### config.mk
export PLATFORM = sky130hd
export DESIGN_NAME = reg_file_bank_flat
export DESIGN_NICKNAME = d
export VERILOG_FILES = /design/src/rtl/mips_pkg.sv /design/src/rtl/reg_file_bank_if.sv /design/src/rtl/reg_cell.sv /design/src/rtl/reg_file_bank.sv /design/src/flat_wrapper.sv
export SDC_FILE = /design/constraint.sdc
export NUM_CORES = 2
export LEC_CHECK = 0
export CAP_MARGIN = 20
export CORE_UTILIZATION = 35
export DETAILED_ROUTE_END_ITERATION = 7
export PLACE_DENSITY = 0.59
export SYNTH_ARGS = -nofsm -noshare
export SYNTH_HDL_FRONTEND = slang
export SYNTH_HIERARCHICAL = 1
export SYNTH_SLANG_ARGS = --single-unit
### constraint.sdc
create_clock -name clk -period 4.5 [get_ports clk]
set_input_delay 1.35 -clock clk [delete_from_list [all_inputs] [get_ports clk]]
set_output_delay 1.35 -clock clk [all_outputs]
set_load 0.005 [all_outputs]
### src/rtl/mips_pkg.sv
// Shared constants for the MIPS32 datapath register bank.
package mips_pkg;
   localparam int DATA_W   = 32;
   localparam int NUM_REGS = 32;
   localparam int ZERO_REG = 0;

   // Address width for a bank of n registers (at least one bit).
   function automatic int addr_w(input int n);
      return (n <= 2) ? 1 : $clog2(n);
   endfunction
endpackage

### src/rtl/reg_file_bank_if.sv
// Register bank port bundle: one strobed write port, two read ports.
interface reg_file_bank_if
   import mips_pkg::*;
#(
   parameter int WIDTH  = DATA_W,
   parameter int ADDR_W = addr_w(NUM_REGS)
);
   logic              we;
   logic              strobe;
   logic [ADDR_W-1:0] waddr;
   logic [WIDTH-1:0]  wdata;
   logic [ADDR_W-1:0] raddr1;
   logic [ADDR_W-1:0] raddr2;
   logic [WIDTH-1:0]  rdata1;
   logic [WIDTH-1:0]  rdata2;
   logic              wr_ack;

   modport master (
      output we, strobe, waddr, wdata, raddr1, raddr2,
      input  rdata1, rdata2, wr_ack
   );

   modport slave (
      input  we, strobe, waddr, wdata, raddr1, raddr2,
      output rdata1, rdata2, wr_ack
   );
endinterface

### src/rtl/reg_cell.sv
// Single WIDTH-bit register, async active-high clear, loads on ld & strobe.
module reg_cell #(
   parameter int WIDTH = 32
) (
   input  logic             clk,
   input  logic             clr,
   input  logic             ld,
   input  logic             strobe,
   input  logic [WIDTH-1:0] d,
   output logic [WIDTH-1:0] q
);
   // Hold value unless qualified load; clear dominates asynchronously.
   always_ff @(posedge clk or posedge clr) begin
      if (clr)               q <= '0;
      else if (ld && strobe) q <= d;
   end
endmodule

### src/rtl/reg_file_bank.sv
// NREGS x WIDTH register bank, register 0 reads as zero.
// Optional feature macro: REG_FILE_BYPASS_EN forwards same-cycle write data
// to a read port addressing the register being written.
module reg_file_bank
   import mips_pkg::*;
#(
   parameter int WIDTH  = DATA_W,
   parameter int NREGS  = NUM_REGS,
   parameter int ADDR_W = addr_w(NREGS)
) (
   input  logic          clk,
   input  logic          clr,
   reg_file_bank_if.slave bus
);
   // Decode space is rounded up to a power of two; slots past NREGS and
   // slot 0 are tied to zero so a read mux index never needs a range check.
   localparam int NSLOT = 1 << ADDR_W;

   logic [NSLOT-1:0][WIDTH-1:0] q;
   logic                        in_range;
   logic                        wr_hit;
   logic                        wr_ack_q;

   assign in_range = ({1'b0, bus.waddr} < (ADDR_W+1)'(NREGS));
   assign wr_hit   = bus.we & bus.strobe & ~clr & in_range &
                     (bus.waddr != ADDR_W'(ZERO_REG));

   generate
      for (genvar i = 0; i < NSLOT; i++) begin : g_slot
         if (i == ZERO_REG || i >= NREGS) begin : g_zero
            assign q[i] = '0;
         end else begin : g_cell
            reg_cell #(.WIDTH(WIDTH)) u_cell (
               .clk    (clk),
               .clr    (clr),
               .ld     (bus.we & (bus.waddr == ADDR_W'(i))),
               .strobe (bus.strobe),
               .d      (bus.wdata),
               .q      (q[i])
            );
         end
      end
   endgenerate

   // Write acknowledge: one-cycle pulse after a committed write.
   always_ff @(posedge clk or posedge clr) begin
      if (clr) wr_ack_q <= 1'b0;
      else     wr_ack_q <= wr_hit;
   end

   assign bus.wr_ack = wr_ack_q;

   // Combinational read ports with optional same-cycle forwarding.
   always_comb begin
      bus.rdata1 = q[bus.raddr1];
      bus.rdata2 = q[bus.raddr2];
`ifdef REG_FILE_BYPASS_EN
      // wr_hit already excludes register 0, out-of-range and clr.
      if (wr_hit && (bus.raddr1 == bus.waddr)) bus.rdata1 = bus.wdata;
      if (wr_hit && (bus.raddr2 == bus.waddr)) bus.rdata2 = bus.wdata;
`else
`endif
   end
endmodule
### src/flat_wrapper.sv
// flat-port wrapper written by rule: the top's interface ports become plain ports
module reg_file_bank_flat import mips_pkg::*;
#(
   parameter int WIDTH  = DATA_W,
   parameter int NREGS  = NUM_REGS,
   parameter int ADDR_W = addr_w(NREGS)
)
  (clk, clr, bus_we, bus_strobe, bus_waddr, bus_wdata, bus_raddr1, bus_raddr2, bus_rdata1, bus_rdata2, bus_wr_ack);
  reg_file_bank_if #(.WIDTH(WIDTH), .ADDR_W(ADDR_W)) bus_i ();
  input  logic clk;
  input  logic clr;
  input wire logic [$bits(bus_i.we)-1:0] bus_we;
  input wire logic [$bits(bus_i.strobe)-1:0] bus_strobe;
  input wire logic [$bits(bus_i.waddr)-1:0] bus_waddr;
  input wire logic [$bits(bus_i.wdata)-1:0] bus_wdata;
  input wire logic [$bits(bus_i.raddr1)-1:0] bus_raddr1;
  input wire logic [$bits(bus_i.raddr2)-1:0] bus_raddr2;
  output wire logic [$bits(bus_i.rdata1)-1:0] bus_rdata1;
  output wire logic [$bits(bus_i.rdata2)-1:0] bus_rdata2;
  output wire logic [$bits(bus_i.wr_ack)-1:0] bus_wr_ack;
  assign bus_i.we = bus_we;
  assign bus_i.strobe = bus_strobe;
  assign bus_i.waddr = bus_waddr;
  assign bus_i.wdata = bus_wdata;
  assign bus_i.raddr1 = bus_raddr1;
  assign bus_i.raddr2 = bus_raddr2;
  assign bus_rdata1 = bus_i.rdata1;
  assign bus_rdata2 = bus_i.rdata2;
  assign bus_wr_ack = bus_i.wr_ack;
  reg_file_bank #(.WIDTH(WIDTH), .NREGS(NREGS), .ADDR_W(ADDR_W)) u_core (.clk(clk), .clr(clr), .bus(bus_i));
endmodule
==> impl_results.md <==
* DRT iter0 DRCs at 4242
* Root buffer cell: clkbuf_16
* CTS Buf Count at 107
* Crit-path max FO at 5
* Top post-synthesis cells by area: dfrtp_1, mux2_4, mux4_2, buf_12, a22o_1
* Slew at the pin closest to its max-slew limit at 1073 ps
* Asr flop ratio synth at 1.000
* Reg2reg setup slack at 3680 ps
* Worst Reg-to-Reg Cells at 1
* Final Power at 27.12 mW
* RR Startpoint: u_core/g_slot[24].g_cell.u_cell/q[10]
* Ports at 116
* Tcrit/Tclk final at 1.048
* Crit Path Category: in2out
* Leak pwr at 34.68 nW
* Critical path capture point type: output port
* Synth area leader: dfrtp_1
* Critical-path cell list: buf_16 > buf_12 > buf_8 > buf_8 > buf_8 > mux4_2 > a22o_1 > o21ai_4 > o31ai_4 > buf_2
* Htree depth at 3
* Initial core utilization at 0.3527
* Number of synthesized flops with an enable pin at 0
* Beginning of the worst hold path: u_core/g_slot[22].g_cell.u_cell/q[3]
* Area of the multi-input gates at 31510 um2
* #FFs+latches synth at 993
* Failing checks: DRC, setup timing
* Worst Path Arrival at 3360 ps
* Register area at between 20000 and 25000 um2
* Vias post-DR at 38230
* # hold bufs at CTS at 0
* Global-route met1 utilization at 0.3521
* Routed len/inst at 33.02 um
* Setup Slack @ Placement at -856.7 ps
* Crit path to: bus_rdata2[14]
* Number of detailed-route iterations in the first pass at 7
* Synth Instances at 3605
* Clock sink total at 993
* Post-DR vias/cell at approximately 6.0
* CP peak stage delay at 510 ps
* # placed instances at 6057
* Share of cells above drive strength 1 at 0.6036
* CTS max path bufs at 3
* GRT overflow at 0
* Status: finished with violations
* Worst R2R End: u_core/g_slot[24].g_cell.u_cell/q[10]
* Std cell rows at 149
* Fin nets at roughly 4200
* Clock power frac at 0.366
* Port bufs at ~120
* Min Tclk post-route at between 4000 and 5000 ps
* Combinational group share of total power at 0.222
* Hold Crit Class: reg2reg
* Internal at 19.65 mW
* Full die area at 167900 um2
* Die Y-Extent at 409.7 um
* Synth unique cells at 32
* Total of fill cells in the finished design at 14560
* GRT Overall Usage at 0.2482
* Fmax at 212.1 MHz
* Vias in the first global route at 39170
* CTS tree: yes
* Final worst setup slack at -213.9 ps
* Final setup violation count at 33
* Grt met2 use at 0.3725
* Final std cells w/o fill at 6403
* Top Usage Layer GRT: met2
* Sequential element share of the synthesized area at 0.4271
* CP max stage cell: mux4_2
* Placer Congestion at 0.8792
* Slew HR at 0.2850
* Largest net degree at the start of global routing at 33
* PwrDens at 380.1 nW/um2
* Detailed placement HPWL at 132.3 mm
* Remaining antenna violation count at 0
* Clock-pin slew on the worst setup and hold paths at 60 ps
* Worst VDD drop at about 0.00030 V
* Worst skew pair latency at 730 ps
* Ys flop type: dfrtp_1
* Top cell type's share of synthesized area at 0.4271
* Critical Path RT at approximately 3200 ps
* # Max-Cap Violations at 0
* Placed cell area at 64040 um2
* YS warnings at 6
* Sequential share of power at 0.412
* Met3 usage at 0.05042
* CP most frequent cell: buf_8
* Hold Fails Final Rpt at 0
* P_sw at 7.468 mW
* Drt total wl at 211.4 mm
* Sw Ratio at 0.2754
* Area Overhead vs Synth at 22.60%
* Design Area, Final at 71340 um2
* Unrepaired setup endpoints after global routing: yes
* DRC Markers at 28
* Clk_skew at 0 ps
* Syn nets at 3656
* CP Launch Point: bus_raddr2[0]
* First-pass GRT wire length at 302.8 mm
* Fin util at 0.4324
* Die width at 409.7 um
* Area of the mapped netlist at 58190 um2
* Setup crit start kind: primary input
* Max Slew Vio Count at 0
* Initial antenna violation count at 5
* Core area at 165000 um2
* Syn avg cell area at 16.14 um2
==> worst min path at each step <==
| stage | end | slack [ps] | cells after the start |
|---|---|---|---|
| 6_report | u_core/g_slot[22].g_cell.u_cell/q[3] | 530 | 1 |
| 3_3_place_gp | u_core/g_slot[23].g_cell.u_cell/q[10] | 500 | 1 |
| 4_1_cts | u_core/g_slot[16].g_cell.u_cell/q[10] | 530 | 1 |
| 2_1_floorplan | u_core/g_slot[3].g_cell.u_cell/q[10] | 490 | 1 |
| 3_5_place_dp | u_core/g_slot[14].g_cell.u_cell/q[23] | 510 | 1 |
| 5_1_grt | u_core/g_slot[15].g_cell.u_cell/q[31] | 540 | 1 |
==> power groups by stage <==
stage / Combinational (mW) / Sequential [mW] / Clock, mW
4_1_cts: 5.84 / 11.1 / 10.0
3_5_place_dp: 5.51 / 11.2 / 0
5_1_grt: 6.28 / 11.3 / 10.4
2_1_floorplan: 3.76 / 10.9 / 0
6_report: 6.01 / 11.2 / 9.93
3_3_place_gp: 5.44 / 11.2 / 0
==> through the flow <==
| stage | TNS, ps | hold WS [ps] |
|---|---|---|
| 2_1_floorplan | 0 | 490.5 |
| 3_3_place_gp | -29530 | 500.4 |
| 3_5_place_dp | -29680 | 512.0 |
| 4_1_cts | -5601 | 528.6 |
| 5_1_grt | -3912 | 540.2 |
| 6_report | -2728 | 531.9 |
==> flip-flops by register name, indices dropped and copies added, names as in the netlist <==
name                           cells
u_core/g_slot.g_cell.u_cell/q    992
u_core/bus.wr_ack                  1
==> area by class of cell <==
type | count | share of cell area
antenna | 1 | 0.00003508
clock buffer | 145 | 0.04294
clock inverter | 54 | 0.01158
inverter | 34 | 0.001789
multi-input combinational | 2272 | 0.4417
sequential | 993 | 0.3483
tap | 2189 | 0.03839
timing repair buffer | 715 | 0.1152
==> cell families (layout without fill, tap and decap cells) <==
family                 count (synthesis)  count (layout)  share of synthesized area
muxes                               1600            1600                     0.4405
other                                  0               1                          0
and+or+nand+nor                      224             224                    0.02245
DFF                                  993             993                     0.4271
AOI/OAI and AO/OA                    448             448                    0.05780
buffers and inverters                340             948                    0.05219
==> synth_stat cells (27+ instances only) <==
cell        n
a211oi_1   64
o31ai_1    64
buf_2      45
clkbuf_1  116
mux2_2    126
dfrtp_1   993
and2_1     34
buf_12     93
and3_1     32
o22ai_1    64
a22o_1    192
nand2_1    69
nor2_1     31
mux2i_1   160
buf_4      27
inv_1      33
mux2_4    930
mux4_2    384
nand2_4    31
o21ai_1    64
==> metal layers <==
layer	routed length (um)	vias up
li1	-	15040
met1	91420	20740
met2	94600	2059
met3	16580	392
met4	8782	4
met5	32	-
==> placed cells by master (no fill, tap or decap), types with 5 or more instances in the layout <==
cell | synthesis | final
a211oi_1 | 64 | 32
a211oi_2 | 0 | 32
a22o_1 | 192 | 192
and2_1 | 34 | 24
and2_4 | 0 | 8
and3_1 | 32 | 21
and3_4 | 0 | 9
buf_12 | 93 | 131
buf_16 | 0 | 25
buf_2 | 45 | 39
buf_4 | 27 | 335
buf_6 | 12 | 84
buf_8 | 0 | 28
bufinv_16 | 0 | 20
clkbuf_1 | 116 | 16
clkbuf_16 | 0 | 118
clkbuf_2 | 0 | 17
clkbuf_8 | 0 | 20
clkdlybuf4s50_1 | 0 | 39
clkinv_2 | 0 | 24
dfrtp_1 | 993 | 993
inv_2 | 1 | 32
mux2_2 | 126 | 126
mux2_4 | 930 | 930
mux2i_1 | 160 | 151
mux2i_2 | 0 | 8
mux4_2 | 384 | 384
nand2_1 | 69 | 68
nand2_4 | 31 | 31
nand2b_1 | 7 | 5
nor2_1 | 31 | 29
nor2b_4 | 0 | 6
o21ai_1 | 64 | 17
o21ai_2 | 0 | 42
o21ai_4 | 0 | 5
o22ai_1 | 64 | 62
o31ai_2 | 0 | 24
o31ai_4 | 0 | 38
==> critical path, delay by kind of cell <==
kind | cells | cell delay [ps]
compound gates | 3 | 740
buf+inv | 6 | 730
mux | 1 | 510
==> timing repair <==
item | 4_1_cts | 5_1_grt
gates resized for setup | 480 | 169
endpoints found under the setup margin | 64 | 60
setup buffers | 94 | 63
cloned | 20 | 9
pin swaps | 85 | 87
endpoints found under the hold margin | 0 | 0
No activity file was read; power rests on OpenSTA's default activity.
